[src/rtl/cpu_run_ctrl_if.sv]
// Host-side command and register-dump handshakes for cpu_run_ctrl.
// master = host/bench, slave = controller.
interface cpu_run_ctrl_if;
    logic        cmd_valid;
    logic        cmd_ready;
    logic [2:0]  cmd_op;
    logic        dump_valid;
    logic        dump_ready;
    logic [4:0]  dump_idx;
    logic [31:0] dump_data;
    logic        dump_last;

    modport master (
        output cmd_valid, cmd_op, dump_ready,
        input  cmd_ready, dump_valid, dump_idx, dump_data, dump_last
    );

    modport slave (
        input  cmd_valid, cmd_op, dump_ready,
        output cmd_ready, dump_valid, dump_idx, dump_data, dump_last
    );
endinterface

[src/rtl/cpu_run_ctrl.sv]
// Run/step/halt sequencer and register dumper for the single-cycle core.
// Optional misaligned/unknown PC trap: define CPU_RUN_CTRL_PC_TRAP_EN.
module cpu_run_ctrl #(
    parameter int CNT_W      = 32,
    parameter int MAX_CYCLES = 1000
) (
    input  logic             clk,
    input  logic             rst,
    cpu_run_ctrl_if.slave    bus,
    input  logic             bp_en_i,
    input  logic [31:0]      bp_addr_i,
    input  logic [31:0]      cpu_pc_i,
    output logic             cpu_en_o,
    output logic [4:0]       reg_sel_o,
    input  logic [31:0]      reg_data_i,
    output logic [1:0]       state_o,
    output logic [2:0]       halt_cause_o,
    output logic [CNT_W-1:0] cycle_count_o
);

    typedef enum logic [1:0] {
        S_IDLE = 2'd0,
        S_RUN  = 2'd1,
        S_STEP = 2'd2,
        S_DUMP = 2'd3
    } state_e;

    localparam logic [2:0] OP_RUN   = 3'd0;
    localparam logic [2:0] OP_STEP  = 3'd1;
    localparam logic [2:0] OP_HALT  = 3'd2;
    localparam logic [2:0] OP_DUMP  = 3'd3;
    localparam logic [2:0] OP_CLEAR = 3'd4;

    localparam logic [2:0] C_NONE  = 3'd0;
    localparam logic [2:0] C_HOST  = 3'd1;
    localparam logic [2:0] C_BP    = 3'd2;
    localparam logic [2:0] C_LIMIT = 3'd3;
    localparam logic [2:0] C_STEP  = 3'd4;
    localparam logic [2:0] C_PC    = 3'd5;

    localparam logic [CNT_W-1:0] MAX_C = CNT_W'(MAX_CYCLES);

    state_e           state_q;
    logic             skip_bp_q;
    logic [CNT_W-1:0] cnt_q;
    logic [CNT_W-1:0] cnt_d;
    logic [2:0]       cause_q;
    logic [4:0]       ptr_q;
    logic             dvalid_q;
    logic [4:0]       didx_q;
    logic [31:0]      ddata_q;
    logic             dlast_q;

    logic cmd_ready;
    logic cmd_fire;
    logic bp_hit;
    logic lim_hit;
    logic pc_trap;
    logic cpu_en;

    assign cmd_ready = (state_q == S_IDLE) || (state_q == S_RUN);
    assign cmd_fire  = bus.cmd_valid && cmd_ready;

    assign bp_hit  = bp_en_i && (cpu_pc_i == bp_addr_i) && !skip_bp_q;
    assign lim_hit = (MAX_CYCLES != 0) && (cnt_q >= MAX_C);

`ifdef CPU_RUN_CTRL_PC_TRAP_EN
    // The X/Z half only has meaning in simulation.
    assign pc_trap = (cpu_pc_i[1:0] != 2'b00) || ((^cpu_pc_i) === 1'bx);
`else
    assign pc_trap = 1'b0;
`endif

    assign cpu_en = ((state_q == S_RUN) && !pc_trap && !bp_hit && !lim_hit)
                 || (state_q == S_STEP);

    assign cnt_d = (cpu_en && (cnt_q != {CNT_W{1'b1}})) ? cnt_q + 1'b1 : cnt_q;

    always_ff @(posedge clk) begin
        if (rst) begin
            state_q   <= S_IDLE;
            skip_bp_q <= 1'b0;
            cnt_q     <= '0;
            cause_q   <= C_NONE;
            ptr_q     <= '0;
            dvalid_q  <= 1'b0;
            didx_q    <= '0;
            ddata_q   <= '0;
            dlast_q   <= 1'b0;
        end else begin
            cnt_q <= cnt_d;
            unique case (state_q)
                S_IDLE: begin
                    if (cmd_fire) begin
                        case (bus.cmd_op)
                            OP_RUN: begin
                                state_q   <= S_RUN;
                                skip_bp_q <= 1'b1;
                            end
                            OP_STEP: state_q <= S_STEP;
                            OP_DUMP: begin
                                state_q <= S_DUMP;
                                ptr_q   <= '0;
                            end
                            OP_CLEAR: begin
                                cnt_q   <= '0;
                                cause_q <= C_NONE;
                            end
                            default: ;
                        endcase
                    end
                end
                S_RUN: begin
                    skip_bp_q <= 1'b0;
                    // Trap > breakpoint > limit > host halt.
                    if (pc_trap) begin
                        state_q <= S_IDLE;
                        cause_q <= C_PC;
                    end else if (bp_hit) begin
                        state_q <= S_IDLE;
                        cause_q <= C_BP;
                    end else if (lim_hit) begin
                        state_q <= S_IDLE;
                        cause_q <= C_LIMIT;
                    end else if (cmd_fire && (bus.cmd_op == OP_HALT)) begin
                        state_q <= S_IDLE;
                        cause_q <= C_HOST;
                    end
                end
                S_STEP: begin
                    state_q <= S_IDLE;
                    cause_q <= C_STEP;
                end
                S_DUMP: begin
                    if (!dvalid_q) begin
                        dvalid_q <= 1'b1;
                        ddata_q  <= reg_data_i;
                        didx_q   <= ptr_q;
                        dlast_q  <= (ptr_q == 5'd31);
                    end else if (bus.dump_ready) begin
                        dvalid_q <= 1'b0;
                        dlast_q  <= 1'b0;
                        if (dlast_q) state_q <= S_IDLE;
                        else         ptr_q   <= ptr_q + 5'd1;
                    end
                end
                default: state_q <= S_IDLE;
            endcase
        end
    end

    assign bus.cmd_ready  = cmd_ready;
    assign bus.dump_valid = dvalid_q;
    assign bus.dump_idx   = didx_q;
    assign bus.dump_data  = ddata_q;
    assign bus.dump_last  = dlast_q;

    assign cpu_en_o      = cpu_en;
    assign reg_sel_o     = (state_q == S_DUMP) ? ptr_q : 5'd0;
    assign state_o       = state_q;
    assign halt_cause_o  = cause_q;
    assign cycle_count_o = cnt_q;

endmodule

[src/flat_wrapper.sv]
// flat-port wrapper written by rule: the top's interface ports become plain ports
module cpu_run_ctrl_flat 
#(
    parameter int CNT_W      = 32,
    parameter int MAX_CYCLES = 1000
)
  (clk, rst, bp_en_i, bp_addr_i, cpu_pc_i, cpu_en_o, reg_sel_o, reg_data_i, state_o, halt_cause_o, cycle_count_o, bus_cmd_valid, bus_cmd_op, bus_dump_ready, bus_cmd_ready, bus_dump_valid, bus_dump_idx, bus_dump_data, bus_dump_last);
  cpu_run_ctrl_if bus_i ();
  input  logic clk;
  input  logic rst;
  input  logic bp_en_i;
  input  logic [31:0] bp_addr_i;
  input  logic [31:0] cpu_pc_i;
  output logic cpu_en_o;
  output logic [4:0] reg_sel_o;
  input  logic [31:0] reg_data_i;
  output logic [1:0] state_o;
  output logic [2:0] halt_cause_o;
  output logic [CNT_W-1:0] cycle_count_o;
  input wire logic [$bits(bus_i.cmd_valid)-1:0] bus_cmd_valid;
  input wire logic [$bits(bus_i.cmd_op)-1:0] bus_cmd_op;
  input wire logic [$bits(bus_i.dump_ready)-1:0] bus_dump_ready;
  output wire logic [$bits(bus_i.cmd_ready)-1:0] bus_cmd_ready;
  output wire logic [$bits(bus_i.dump_valid)-1:0] bus_dump_valid;
  output wire logic [$bits(bus_i.dump_idx)-1:0] bus_dump_idx;
  output wire logic [$bits(bus_i.dump_data)-1:0] bus_dump_data;
  output wire logic [$bits(bus_i.dump_last)-1:0] bus_dump_last;
  assign bus_i.cmd_valid = bus_cmd_valid;
  assign bus_i.cmd_op = bus_cmd_op;
  assign bus_i.dump_ready = bus_dump_ready;
  assign bus_cmd_ready = bus_i.cmd_ready;
  assign bus_dump_valid = bus_i.dump_valid;
  assign bus_dump_idx = bus_i.dump_idx;
  assign bus_dump_data = bus_i.dump_data;
  assign bus_dump_last = bus_i.dump_last;
  cpu_run_ctrl #(.CNT_W(CNT_W), .MAX_CYCLES(MAX_CYCLES)) u_core (.clk(clk), .rst(rst), .bus(bus_i), .bp_en_i(bp_en_i), .bp_addr_i(bp_addr_i), .cpu_pc_i(cpu_pc_i), .cpu_en_o(cpu_en_o), .reg_sel_o(reg_sel_o), .reg_data_i(reg_data_i), .state_o(state_o), .halt_cause_o(halt_cause_o), .cycle_count_o(cycle_count_o));
endmodule
[config.mk]
export PLATFORM = sky130hd
export DESIGN_NAME = cpu_run_ctrl_flat
export DESIGN_NICKNAME = d
export VERILOG_FILES = /design/src/rtl/cpu_run_ctrl_if.sv /design/src/rtl/cpu_run_ctrl.sv /design/src/flat_wrapper.sv
export SDC_FILE = /design/constraint.sdc
export NUM_CORES = 1
export LEC_CHECK = 0
export CELL_PAD_IN_SITES_DETAIL_PLACEMENT = 1
export CELL_PAD_IN_SITES_GLOBAL_PLACEMENT = 1
export CORE_MARGIN = 4
export CORE_UTILIZATION = 29
export CTS_CLUSTER_DIAMETER = 100
export DETAILED_ROUTE_END_ITERATION = 7
export HOLD_SLACK_MARGIN = 0.03
export PLACE_DENSITY_LB_ADDON = 0.2
export SYNTH_ARGS = -nofsm -noshare
export SYNTH_HDL_FRONTEND = slang
export SYNTH_SLANG_ARGS = --single-unit
[constraint.sdc]
create_clock -name clk -period 2.5 [get_ports clk]
set_input_delay 0.375 -clock clk [delete_from_list [all_inputs] [get_ports clk]]
set_output_delay 0.375 -clock clk [all_outputs]
set_load 0.01 [all_outputs]
---- Word level (Yosys, flattened, before mapping) ----
Index checks and enable logic that the tools add are counted.
cells by class
  order comparisons ....................... 1
  add/sub/neg operators ................... 2
  multiplexer cells ....................... 33
  equal/unequal tests ..................... 21
  bitwise operators ....................... 1
  reduce and logical (&&, ||, !) cells .... 23
operator list
  cell                     count
  $mux W32                 4
  $add A32 B1 Y32 const B  1
  $eq A32 B32 Y1           1
  $ge A32 B10 Y1 const B   1
  $ne A32 B32 Y1 const B   1
  $mux W5                  6
  $mux W3                  5
  $mux W2                  7
  $ne A2 B2 Y1 const B     6
  $reduce_and A6 Y1        2
  $pmux W5 S2              1
  $pmux W3 S3              1
  $pmux W2 S4              1
  $logic_and A1 B1 Y1      7
  $eq A3 B2 Y1 const B     2
  $mux W1                  6
  $ne A2 B1 Y1 const B     3
  $pmux W2 S3              1
  $add A5 B1 Y5 const B    1
  $eq A5 B5 Y1 const B     1
  $eq A2 B2 Y1 const B     2
  $ne A4 B2 Y1 const B     1
  $ne A4 B4 Y1 const B     1
  $reduce_and A2 Y1        2
  13 further kinds         17
word-level totals
  bits of input ports ..................... 104
  flip-flop bits (word level) ............. 82
  logic and storage cells ................. 90

---- Depth between registers and ports, before layout ----
Gate-level depths: netlist of run 1.
  depth after elaboration ................. 12
  depth in mapped cells ................... 10
  gate-level depth less buffers ........... 8

---- Worst setup path after synthesis of run 1 ----
OpenSTA, ideal clock, no wires.
  kind .................................... input to output
  from .................................... in bp_addr_i[3]
  to ...................................... out cpu_en_o
  data required time ...................... 2.125 ns
  path buffers ............................ 2
  data arrival time ....................... 1.806 ns
  stages on the path ...................... 8
  slack ................................... 0.319 ns
  cell sequence ........................... xnor2_1 nand4_1 nor4_1 a41oi_2 nor2_1 buf_6 buf_2 inv_1
on the way
  cells in the longest elaborated chain, start to end .. 7
ends and longest elaborated chain
  element                           line                text
  start, declared                   flat_wrapper.sv:12  input logic [31:0] bp_addr_i;
  $eq A32 B32 Y1                    cpu_run_ctrl.sv:64  assign bp_hit = bp_en_i && (cpu_pc_i == bp_addr_i) && !skip_bp_q;
  $logic_and A1 B1 Y1 (2 in a row)  cpu_run_ctrl.sv:64
  $logic_not A1 Y1                  cpu_run_ctrl.sv:74  assign cpu_en = ((state_q == S_RUN) && !pc_trap && !bp_hit && !lim_hit)
  $logic_and A1 B1 Y1 (2 in a row)  cpu_run_ctrl.sv:74
  $logic_or A1 B1 Y1                cpu_run_ctrl.sv:75  || (state_q == S_STEP);
  end, declared                     flat_wrapper.sv:14  output logic cpu_en_o;
Every way passes these cells.

---- Final worst setup path of run 1 ----
  from .................................... reg u_core.cnt_q[27] (netlist: u_core.cycle_count_o[27])
  to ...................................... reg u_core.cnt_q[10] (netlist: u_core.cycle_count_o[10])
on the way
  cells in the longest elaborated chain, start to end .. 9
  elaborated cells on any way between the ends .. 10
  classes of those cells .................. 1 x order compare; 1 x eq/ne; 4 x mux; 4 x reduce/logical
ends and longest elaborated chain
  element                  line                text
  start, declared          cpu_run_ctrl.sv:45  logic [CNT_W-1:0] cnt_q;
  start signal, assigned   cpu_run_ctrl.sv:91  cnt_q <= cnt_d;
  $ge A32 B10 Y1           cpu_run_ctrl.sv:65  assign lim_hit = (MAX_CYCLES != 0) && (cnt_q >= MAX_C);
  $logic_not A1 Y1         cpu_run_ctrl.sv:74
  $logic_and A1 B1 Y1      cpu_run_ctrl.sv:74
  $logic_or A1 B1 Y1       cpu_run_ctrl.sv:75
  $logic_and A1 B1 Y1 (*)  cpu_run_ctrl.sv:77  assign cnt_d = (cpu_en && (cnt_q != {CNT_W{1'b1}})) ? cnt_q + 1'b1 : cnt_q;
  $mux W32 (*)             cpu_run_ctrl.sv:77
  $mux W32                 cpu_run_ctrl.sv:95  case (bus.cmd_op)
  $mux W32                 cpu_run_ctrl.sv:94  if (cmd_fire) begin
  $mux W32 (*)             cpu_run_ctrl.sv:92  unique case (state_q)
Mark *: on every way between the ends. The rest lies on a longest branch, timed or not.
A chain may end at the register's enable or synchronous reset.

==> impl_metrics.yaml, run 1 <==
sta:
  timing.hold.ws_ns: 0.456
  skew_ns: 0.0101
  fin_crit_sh_pct: 101
  final.setup.worst_slack_ns: -0.0143
  relSlewSlack_pct: 51.4
  worst_pin_slew_ns: 0.728
  min_period_ns: 2.51
  setup_viol: 11
  hold_viol_final: 0
  max_freq_ghz: 0.398
  final_max_slew_viol_count: 0
  rsz0062_at_grt: "yes"
synth:
  synth-simple-area-share_pct: 31.3
  async_flop_share_pct: 0
  synth-main-ff-cell: "dfxtp_1"
  synth_compound_area_share_pct: 15.9
  synth_edf_count: 0
  synth_top_family_by_area: "simple AND/OR/NAND/NOR gates"
  synth-seq-cells: 82
  syn_inst: 528
  synth_warnings: 0
  yosys.area_share.adder_pct: 1.21
  netlist_area_sq_um: 4150
  synthMuxAreaShare_pct: 0.241
  synth_xor_area_share_pct: 6.96
  syn_avg_cell_area_sq_um: 7.86
  synth_nets: 636
  yosys.cell_types.count: 44
  seq_area_frac_synth_pct: 39.6
drt:
  routed_wl_microns: 15800
  routedWlPerCell_microns: 17.0
  dr.pass1.iters: 4
  routed_via_density: 5.11
  post-route-drc-count: 0
  drtIter0Drc: 175
  ant_nets: 0
  vias: 4743
clock_tree:
  cts_root_buf: "clkbuf_16"
  clock_path_buffers: 2
  clkTransAtPathRegs_ns: 0.07
  clock-sinks: 82
  insertion_delay_ns: 0.35
  cts_buffers: 9
  cts_max_level: 3
  tritoncts: "built"
  cts_hold_buf: 0
critical_path:
  worst-path-max-fanout: 39
  crit_path_start_kind: "flip-flop"
  cp.required_ns: 2.79
  crit_path_max_incr_delay_ns: 0.42
  critical_path_class: "flip-flop to flip-flop"
  critPathBufInv: 3
  crit_family: "simple AND/OR/NAND/NOR gates"
  crit_path_end_kind: "flip-flop"
  critPathArrivalTime_ns: 2.80
  worst_path_most_repeated_cell: "buf_4"
  crit_slowest_cell: "or4_1"
  path_cells: "nor4_4 -> buf_4 -> nand4_1 -> or3_4 -> a41oi_2 -> buf_4 -> o21ai_4 -> buf_12 -> or4_1 -> a21oi_2"
global_routing:
  grt_first_pass_wirelength_microns: 25000
  antenna_found_initial: 1
  overflow: 0
  grt_max_degree: 52
  grt_pass1_vias: 5031
  grt_usage_pct: 19.0
floorplan:
  fp.dieW_microns: 128
  initial_core_util_pct: 29.8
  io_pins: 187
  coreArea_sq_um: 13900
  fp-row-count: 43
  die_h_microns: 128
  die-area_sq_um: 16300
worst_hold_path:
  hp-class: "flip-flop to flip-flop"
layout:
  fin_area_sq_um: 6830
  layout-drive-gt1-share_pct: 12.8
  stdcell_count: 929
  mostFrequentLayoutCell: "clkdlybuf4s50_1"
  layout.cells.most_common_list: "169 x clkdlybuf4s50_1, 109 x nand2_1, 81 x dfxtp_1"
  finalNetCount: 852
  area_growth_pct: 64.5
pwr:
  leakagePower_uw: 0.00250
  irDropWorstVdd_mv: 0.304
  power_density_nw_per_um2: 472
place:
  dp_cells: 911
  hpwlAfterDp_microns: 12000
  place_ws_ns: -0.512
  dpl_cell_area_sq_um: 6410
  gp_congestion: 0.820
  port_buffers: 186
run_status:
  status: "finished, violations left"
  violations: "setup timing"
job:
  drv_cap: 0
## per-layer routing
layer | wire (microns) | GRT usage, % | up-vias
met5 | 0 | 0 | -
li1 | - | - | 2304
met1 | 6530 | 22.4 | 2307
met3 | 659 | 3.34 | 18
met4 | 249 | 5.56 | 0
met2 | 8360 | 34.9 | 114
## sequential cells by signal, summed over array words and instances, names as in the netlist
| name | count |
|---|---|
| u_core.halt_cause_o | 3 |
| u_core.bus.dump_data | 32 |
| u_core.cycle_count_o | 32 |
| u_core.skip_bp_q | 1 |
| u_core.bus.dump_last | 1 |
| u_core.state_o | 2 |
| u_core.ptr_q | 5 |
| u_core.bus.dump_valid | 1 |
| u_core.bus.dump_idx | 5 |
## through the flow
step	utilization (%)	setup TNS (ns)	total power, uW
final	49.0	-0.0739	3220
after global routing	49.0	-2.14	3350
after CTS	48.4	-0.373	3250
after detailed placement	46.0	-8.22	1890
after global placement	46.0	-6.31	1880
after floorplan	-	0	1610
## cell type report
cell class	instances	area [sq um]
inverters	8	30.0
clock inverters	6	65.1
flip-flops and latches	82	1640
clock buffers	9	225
repair buffers	233	2230
fillers	1673	7110
well taps	180	225
diodes	1	2.50
multi-input cells	410	2410
## cells in the mapped netlist (3+ instances only)
library cell	number	area share, %
o31ai_1	4	0.72
o21ai_0	12	1.4
dfxtp_1	82	40
nor3_1	9	1.1
nor4_1	4	0.60
nand2_1	112	10
nand2b_1	3	0.45
xnor2_1	30	6.3
nor2_1	28	2.5
o211ai_1	21	3.8
or4_1	23	4.2
buf_6	3	0.81
nand4_1	19	2.9
nand3_1	24	2.9
or3_1	10	1.5
xor2_1	3	0.63
and4_1	4	0.84
a21oi_1	62	7.5
clkbuf_1	15	1.4
nor2b_1	5	0.75
and3_1	10	1.5
ha_1	4	1.2
inv_1	8	0.72
or2_2	4	0.60
## logic make-up (layout without fill, tap and decap cells)
group | after synthesis | after routing
and+or+nand+nor | 261 | 261
AOI/OAI and AO/OA | 111 | 111
DFF | 82 | 82
buffers and inverters | 36 | 256
xor gates and xnor gates | 33 | 33
adders and majority gates | 4 | 4
muxes | 1 | 1
other | 0 | 1
## timing repair
| item | in CTS | in global routing |
|---|---|---|
| pin swaps | 14 | 8 |
| gates cloned | 0 | 1 |
| endpoints found under the setup margin | 25 | 26 |
| gates resized for setup | 22 | 23 |
| setup buffers | 1 | 0 |
## worst register-to-register path, cell delays in order (launching register included)
cell	delay, ns
dfxtp_2	0.33
nor4_4	0.27
buf_4	0.15
nand4_1	0.13
or3_4	0.40
a41oi_2	0.21
buf_4	0.16
o21ai_4	0.05
buf_12	0.18
or4_1	0.44
a21oi_2	0.14
## worst paths after layout
path                                          from                                     to  slack (ns)  depth (start not counted)
min reg2reg  u_core.bus.dump_data[18]$_SDFFE_PP0P_  u_core.bus.dump_data[18]$_SDFFE_PP0P_        0.46                          2
max reg2reg    u_core.cycle_count_o[27]$_SDFF_PP0_    u_core.cycle_count_o[10]$_SDFF_PP0_       -0.01                         10
min          u_core.bus.dump_data[18]$_SDFFE_PP0P_  u_core.bus.dump_data[18]$_SDFFE_PP0P_        0.46                          2
max            u_core.cycle_count_o[27]$_SDFF_PP0_    u_core.cycle_count_o[10]$_SDFF_PP0_       -0.01                         10
## report_power, final
group,internal [uW],switching [uW],total (uW),leakage (uW)
clock network,772,571,1340,0.000142
logic,285,262,548,0.00169
registers,1320,11.8,1330,0.000661
total,2380,845,3220,0.00250
Note: power is estimated with default switching activity, not from simulation.
==> run 2: changes to the inputs <==
CORE_UTILIZATION = 32   (was 29)
clock period = 3.15 ns   (was 2.5 ns; I/O delays follow)
==> impl_metrics.yaml, run 2 (synthesis gave the netlist of run 1 again) <==
pwr:
  leakagePower_uw: 0.00221
  irDropWorstVdd_mv: 0.243
  power_density_nw_per_um2: 394
  power_uw: 2550
place:
  dpl_cell_area_sq_um: 6120
  port_buffers: 186
  place_ws_ns: 0.0551
  hpwlAfterDp_microns: 11400
  gp_congestion: 0.792
worst_hold_path:
  hp-class: "flip-flop to flip-flop"
  whs_path_depth: 2
  min-delay-start: "u_core.bus.dump_data[24]$_SDFFE_PP0P_"
  worst_hold_path.endpoint: "u_core.bus.dump_data[24]$_SDFFE_PP0P_"
global_routing:
  grt_first_pass_wirelength_microns: 24100
  grt_pass1_vias: 4659
  overflow: 0
  grt_max_degree: 52
  grt_usage_pct: 20.2
  antenna_found_initial: 0
clock_tree:
  clock-sinks: 82
  cts_hold_buf: 0
  clkTransAtPathRegs_ns: 0.06
  cts_max_level: 3
  insertion_delay_ns: 0.34
  clock_path_buffers: 2
  cts_root_buf: "clkbuf_16"
  cts_buffers: 9
  tritoncts: "built"
sta:
  min_period_ns: 2.74
  tns_ns: 0
  max_freq_ghz: 0.364
  final_max_slew_viol_count: 0
  hold_viol_final: 0
  relSlewSlack_pct: 49.1
  setup_viol: 0
  fin_crit_sh_pct: 87.1
  final.setup.worst_slack_ns: 0.406
  skew_ns: 0.00989
  rsz0062_at_grt: "no"
  worst_pin_slew_ns: 0.761
critical_path:
  cp.depth: 9
  critPathArrivalTime_ns: 2.27
  crit_path_end_kind: "output port"
  crit_path_max_incr_delay_ns: 0.48
  crit_family: "buffers and inverters"
  r2r_end: "u_core.cycle_count_o[9]$_SDFF_PP0_"
  crit_slowest_cell: "clkdlybuf4s50_1"
  path_cells: "clkdlybuf4s50_1 -> xnor2_1 -> nand4_1 -> nor4_2 -> buf_4 -> a41oi_2 -> nor2_2 -> inv_1 -> dlymetal6s2s_1"
  cp.required_ns: 2.68
  crit_path_start_kind: "primary input"
  timing.reg2reg.setup_slack_ns: 0.49
  r2r-start: "u_core.cycle_count_o[25]$_SDFF_PP0_"
  worst-path-max-fanout: 2
  critPathBufInv: 4
  r2r_cells: 9
  critical_path_class: "primary input to output port"
job:
  drv_cap: 0
drt:
  routed_via_density: 5.19
  routed_wl_microns: 15200
  post-route-drc-count: 0
  wl_met2_microns: 7710
  dr.pass1.iters: 4
  vias: 4586
  ant_nets: 0
  dr.max_layer_used: "met4"
  routed-wl-met3_microns: 696
  drtIter0Drc: 194
  wl_met1_microns: 6530
  routedWlPerCell_microns: 17.2
layout:
  fin_area_sq_um: 6460
  diodes: 0
  finalNetCount: 814
  layout-drive-gt1-share_pct: 5.49
  mostFrequentLayoutCell: "clkdlybuf4s50_1"
  area_growth_pct: 55.6
  layout.cells.most_common_list: "184 x clkdlybuf4s50_1, 112 x nand2_1, 82 x dfxtp_1"
floorplan:
  io_pins: 187
  die-area_sq_um: 14900
  fp.dieW_microns: 122
  coreArea_sq_um: 12700
  die_h_microns: 122
  initial_core_util_pct: 32.8
  fp-row-count: 41
run_status:
  status: "complete, no violations"
## run 2: per-stage QoR
step / util [%] / std cells / hold slack (ns)
after floorplan: - / 528 / 0.458
after global placement: 48.3 / 865 / 0.442
after detailed placement: 48.3 / 865 / 0.448
after CTS: 50.7 / 881 / 0.457
after global routing: 51.0 / 883 / 0.480
final: 51.0 / 883 / 0.458
## run 2: what timing repair did
action / 4_1_cts / 5_1_grt
buffers inserted: 0 / 2
gates resized for setup: 0 / 4
setup endpoints to repair: 0 / 1
## run 2: routing by layer
metal | GRT usage, % | vias up
met4 | 6.79 | 0
met1 | 25.0 | 2206
li1 | - | 2239
met5 | 0 | -
met2 | 35.1 | 121
met3 | 3.90 | 20
## run 2: final cells by class
cell class                      instances  area, sq um
Fill cell                            1534         6210
Tap cell                              172          215
Clock buffer                           11          243
Multi-Input combinational cell        410         2330
Clock inverter                          5         61.3
Inverter                                8         30.0
Timing Repair Buffer                  195         1940
Sequential cell                        82         1640
## run 2: worst max path at each step
stage	slack [ns]	to	start
3_5_place_dp	0.06	cpu_en_o	bp_addr_i[11]
5_1_grt	0.29	cpu_en_o	bp_addr_i[2]
2_1_floorplan	0.77	cpu_en_o	bp_addr_i[3]
4_1_cts	0.03	cpu_en_o	bp_addr_i[11]
6_report	0.41	cpu_en_o	bp_addr_i[2]
3_3_place_gp	0.06	cpu_en_o	bp_addr_i[8]
## run 2: tightest hold or removal path, stage by stage, from the launching register on
cell and delay [ns]:
dfxtp_1 0.31, nand2_1 0.05, a21oi_1 0.05
## run 2: where the power goes
group | leakage (uW) | switching, uW | internal, uW | total [uW]
Clock | 0.000150 | 435 | 640 | 1080
Combinational | 0.00140 | 185 | 218 | 403
Sequential | 0.000661 | 18.3 | 1050 | 1070
